File: config.mk
export PLATFORM = sky130hd
export DESIGN_NAME = spr_dma_engine
export DESIGN_NICKNAME = d
export VERILOG_FILES = /design/src/rtl/spr_dma_pkg.sv /design/src/rtl/spr_dma_addr_gen.sv /design/src/rtl/spr_dma_engine.sv
export SDC_FILE = /design/constraint.sdc
export NUM_CORES = 1
export LEC_CHECK = 0
export CAP_MARGIN = 10
export CORE_MARGIN = 1.5
export CORE_UTILIZATION = 45
export DETAILED_ROUTE_END_ITERATION = 8
export HOLD_SLACK_MARGIN = 0.1
export PLACE_DENSITY = 0.92
export RECOVER_POWER = 50
export SYNTH_ARGS = -nofsm -noshare
export SYNTH_HDL_FRONTEND = slang
export SYNTH_SLANG_ARGS = --single-unit
File: constraint.sdc
create_clock -name i_clk -period 2.8 [get_ports i_clk]
set_input_delay 0.28 -clock i_clk [delete_from_list [all_inputs] [get_ports i_clk]]
set_output_delay 0.28 -clock i_clk [all_outputs]
set_load 0.05 [all_outputs]
File: src/rtl/spr_dma_pkg.sv
// spr_dma_pkg: shared state encoding and default bus addresses for the sprite DMA engine
package spr_dma_pkg;
  typedef enum logic [1:0] {IDLE = 2'd0, RD = 2'd1, WR = 2'd2, DONE = 2'd3} state_t;
  localparam logic [15:0] TRIG_ADDR_DEF = 16'h4014;
  localparam logic [15:0] DST_ADDR_DEF = 16'h2004;
endpackage

File: src/rtl/spr_dma_addr_gen.sv
// spr_dma_addr_gen: master bus address; source page walk in RD, fixed or incrementing destination in WR
module spr_dma_addr_gen
  import spr_dma_pkg::*;
#(
  parameter logic [15:0] DST_ADDR = DST_ADDR_DEF,
  parameter int DST_INC = 0,
  parameter int CW = 9
)(
  input  state_t         i_state,
  input  logic [7:0]     i_page,
  input  logic [CW-1:0]  i_cnt,
  output logic [15:0]    o_spr_addr
);
  logic [15:0] w_off;
  assign w_off = 16'(i_cnt);
  assign o_spr_addr = i_state == RD ? {i_page, 8'h00} + w_off :
                      i_state == WR ? DST_ADDR + (DST_INC != 0 ? w_off : 16'h0) : 16'h0;
endmodule

File: src/rtl/spr_dma_engine.sv
// spr_dma_engine: trigger-started DMA moving XFER_LEN bytes from a CPU page to a destination.
// Optional i_abort input enabled by defining SPR_DMA_ABORT_EN.
module spr_dma_engine
  import spr_dma_pkg::*;
#(
  parameter logic [15:0] TRIG_ADDR = TRIG_ADDR_DEF,
  parameter logic [15:0] DST_ADDR = DST_ADDR_DEF,
  parameter int XFER_LEN = 256,
  parameter int DST_INC = 0
)(
`ifdef SPR_DMA_ABORT_EN
  input  logic        i_abort,
`endif
  input  logic        i_clk,
  input  logic        i_rst,
  input  logic [15:0] i_bus_addr,
  input  logic        i_bus_wn,
  input  logic [7:0]  i_bus_wdata,
  output logic        o_busy,
  output logic        o_done,
  output logic        o_spr_req,
  input  logic        i_spr_gnt,
  output logic [15:0] o_spr_addr,
  output logic        o_spr_wn,
  output logic [7:0]  o_spr_wdata,
  input  logic [7:0]  i_spr_rdata
);
  localparam int CW = $clog2(XFER_LEN + 1);
  state_t        r_state;
  logic [7:0]    r_page, r_buf;
  logic [CW-1:0] r_cnt;
  logic          w_act, w_trig, w_last, w_abort;
  assign w_act  = r_state == RD || r_state == WR;
  assign w_trig = r_state == IDLE && i_bus_addr == TRIG_ADDR && !i_bus_wn;
  assign w_last = r_cnt == CW'(XFER_LEN - 1);
`ifdef SPR_DMA_ABORT_EN
  assign w_abort = i_abort & w_act;
`else
  assign w_abort = 1'b0;
`endif
  // abort outranks a same-cycle grant so the pending beat is never committed
  always_ff @(posedge i_clk) begin
    if (i_rst) begin
      r_state <= IDLE;
      r_page  <= 8'h00;
      r_buf   <= 8'h00;
      r_cnt   <= '0;
    end else if (w_abort) begin
      r_state <= IDLE;
    end else begin
      case (r_state)
        IDLE: if (w_trig) begin
          r_state <= RD;
          r_page  <= i_bus_wdata;
          r_cnt   <= '0;
        end
        RD: if (i_spr_gnt) begin
          r_buf   <= i_spr_rdata;
          r_state <= WR;
        end
        WR: if (i_spr_gnt) begin
          r_cnt   <= r_cnt + 1'b1;
          r_state <= w_last ? DONE : RD;
        end
        default: r_state <= IDLE;
      endcase
    end
  end
  assign o_busy      = r_state != IDLE;
  assign o_done      = r_state == DONE;
  assign o_spr_req   = w_act;
  assign o_spr_wn    = r_state != WR;
  assign o_spr_wdata = r_buf;
  spr_dma_addr_gen #(.DST_ADDR(DST_ADDR), .DST_INC(DST_INC), .CW(CW)) u_addr_gen (
    .i_state    (r_state),
    .i_page     (r_page),
    .i_cnt      (r_cnt),
    .o_spr_addr (o_spr_addr)
  );
endmodule

==> impl_metrics.py <==
metrics = {
    "global_route": {
        "grt_usage": 0.2079,
        "antenna_found_initial": 0,
        "grt_pass1_wl_um": 5837,
        "grt_pass1_vias": 1337,
        "grt-ovfl-total": 0,
        "grt_max_degree": 17,
    },
    "sta": {
        "max_freq_mhz": 383.5,
        "setup_viol": 0,
        "tightest_slew_ns": 0.9216,
        "period_needed_ns": 2.607,
        "fin_skew_ns": 0.006629,
        "rsz0062_at_grt": "no",
        "hold_viol": 0,
        "finalSetupTns_ns": 0,
        "finalCritPeriodShare": 0.9312,
        "final_max_slew_viol_count": 0,
        "slew_headroom": 0.3800,
        "fin_ws_ns": 0.1927,
    },
    "clocking": {
        "clk_latency_ns": 0.32,
        "cts_made_buffers": 3,
        "htreeDepth": 1,
        "cts-root-buf": "clkbuf_4",
        "cts_tree": "yes",
        "clkSinkCount": 27,
        "hold_buffers": 0,
        "clk_pin_slew_ns": 0.16,
        "cts.path.max_buffers": 2,
    },
    "finish": {
        "drive_above_1_share": 0.04938,
        "n_antenna_cell": 0,
        "syn_to_final_growth_pct": 47.73,
        "final.fill_count": 254,
        "finalInstanceArea_mm2": 0.002161,
        "final_nets": 288,
        "fin_util": 0.7020,
        "final-instance-count-excl-fill": 287,
    },
    "routing": {
        "drcViolationCount": 0,
        "postRouteAntennaNets": 0,
        "wl_per_cell_um": 12.42,
        "top_layer": "met4",
        "drtIter0Drc": 50,
        "dr_wl_met2_um": 1751,
        "postRouteWirelength_um": 3565,
        "vias": 1502,
        "wl_met3_um": 223,
        "wl_met1_um": 1554,
        "first_pass_iters": 4,
        "avgViaCountPerCell": 5.233,
    },
    "worst_setup_path": {
        "ff2ff_setup_slack_ns": 0.79,
        "path_cells": "inv_1, ha_1, inv_1, o21ai_0, clkdlybuf4s50_1",
        "start_kind": "register",
        "crit_buf_inv": 3,
        "critPathSlowestCell": "clkdlybuf4s50_1",
        "r2r-start": "r_cnt[0]",
        "cp-end-kind": "output port",
        "cp_common_cell": "inv_1",
        "cpPeakStageDelay_ns": 0.82,
        "cp.arrival_ns": 2.33,
        "required_ns": 2.52,
        "worst-path-max-fanout": 8,
        "path_delay_family": "buffers and inverters",
        "startpoint": "r_state[0]",
        "crit_type": "register to output port",
    },
    "synth": {
        "syn_inst": 180,
        "ys_ff_latch": 27,
        "ys_types": 27,
        "post_synth.cell_area_avg_um2": 8.126,
        "netlist.top_cell.by_area": "dfxtp_1",
        "synth_area_mm2": 0.001463,
        "yosysWarnings": 0,
        "seq_area_frac_synth": 0.3695,
        "ys_top_cells_by_area": "dfxtp_1, ha_1, mux2i_1, nor2_1, a21oi_1",
        "synth_nets": 224,
        "yosysTopAreaCellShare": 0.3695,
    },
    "placement": {
        "gp_congestion": 0.8519,
        "dp_hpwl_um": 2790,
        "placed_area_mm2": 0.002145,
        "dpl_worst_slack_ns": 0.3660,
        "dpl.cell_count": 283,
        "port_buffers": 63,
    },
    "hold_path": {
        "hold_start": "o_spr_wdata[3]",
        "hold_path_class": "register to register",
    },
    "floorplanning": {
        "io_pins": 64,
        "core-area_mm2": 0.003078,
        "dieArea_mm2": 0.003601,
        "initial_core_util": 0.4752,
        "std_cell_rows": 20,
        "die_w_um": 60.01,
        "die_h_um": 60.01,
    },
    "power_and_ir_drop": {
        "leakagePower_nw": 0.8753,
        "cellPowerDensity_mw_per_mm2": 335.3,
        "irDropWorstVdd_mv": 0.2929,
    },
    "run_status": {
        "status": "completed",
    },
    "flow_run": {
        "maxCapViolCount": 0,
    },
}
-- path summary, 6_finish.rpt --
path	to	cells after the start
setup / recovery	o_spr_addr[2]	5
hold / removal	o_spr_wdata[3]	2
setup reg to reg	r_state[1]	8
hold reg to reg	o_spr_wdata[3]	2
-- cells in the mapped netlist (all sizes together) --
library cell,number
nand2b,1
dfxtp,27
a311oi,1
xnor2,2
nor2,24
inv,7
clkbuf,7
or4b,2
o311a,1
xor2,4
ha,8
o21ai,13
nand3,16
a21oi,18
nand2,12
nor3,2
and3,8
nor4,2
and2,10
or4,1
mux2i,10
a31oi,2
a31o,2
-- through the flow --
stage / hold slack [ns] / power (mW)
final: 0.4603 / 0.7246
after global routing: 0.4718 / 0.7566
after CTS: 0.4652 / 0.7274
after detailed placement: 0.4453 / 0.5577
after global placement: 0.4410 / 0.5557
after floorplan: 0.4239 / 0.4772
-- kinds of logic after synthesis --
group | synth area share
flops | 0.3695
buf+inv | 0.03593
fa+ha+maj | 0.06844
compound gates | 0.1429
simple gates | 0.2789
mux | 0.06844
xor+xnor | 0.03593
-- final cells by class --
class / instances / area (um^2) / share of cell area
multi-input cells: 139 / 857.1 / 0.3966
repair buffers: 66 / 651.9 / 0.3017
flip-flops and latches: 27 / 540.5 / 0.2501
well taps: 44 / 55.05 / 0.02548
inverters: 7 / 26.28 / 0.01216
clock buffers: 3 / 22.52 / 0.01042
clock inverters: 1 / 7.507 / 0.003474
-- where the power goes --
group | switching [mW] | internal [mW]
clock | 0.122 | 0.0545
sequential | 0.00211 | 0.387
combinational | 0.0837 | 0.0757
-- layout by cell type, fill, tap and decap left out, types with 2 or more instances in the layout --
cell type	netlist	routed
nand2_1	12	12
inv_1	7	7
nor3_1	2	2
ha_1	8	7
dfxtp_1	27	27
clkdlybuf4s50_1	0	53
and3_1	8	8
mux2i_1	10	10
buf_4	0	2
a31oi_1	2	2
o21ai_0	13	13
xnor2_1	2	2
clkbuf_4	0	3
nor2_1	24	24
xor2_1	4	4
dlygate4sd3_1	0	9
a21oi_1	17	17
nor4_1	1	2
nand3_1	15	15
and2_1	10	10
-- state kept, by name (all words and copies together), names as in the netlist --
register     count
r_page           8
o_spr_wdata      8
r_cnt            9
r_state          2
-- per-layer routing --
| metal | vias up | global-route usage |
|---|---|---|
| li1 | 750 | - |
| met1 | 693 | 0.2669 |
| met2 | 55 | 0.3665 |
| met3 | 4 | 0.03896 |
| met4 | 0 | 0.03175 |
| met5 | - | 0 |
-- tightest hold or removal path: stages (launching register included) --
cell and delay [ns]:
dfxtp_1 0.34, nand2_1 0.05, a21oi_1 0.05
-- what timing repair did --
action,CTS,global route
setup endpoints to repair,0,6
resized for setup,0,2
hold endpoints to repair,0,0
setup buffers,0,0
(Power assumes the default switching activity.)
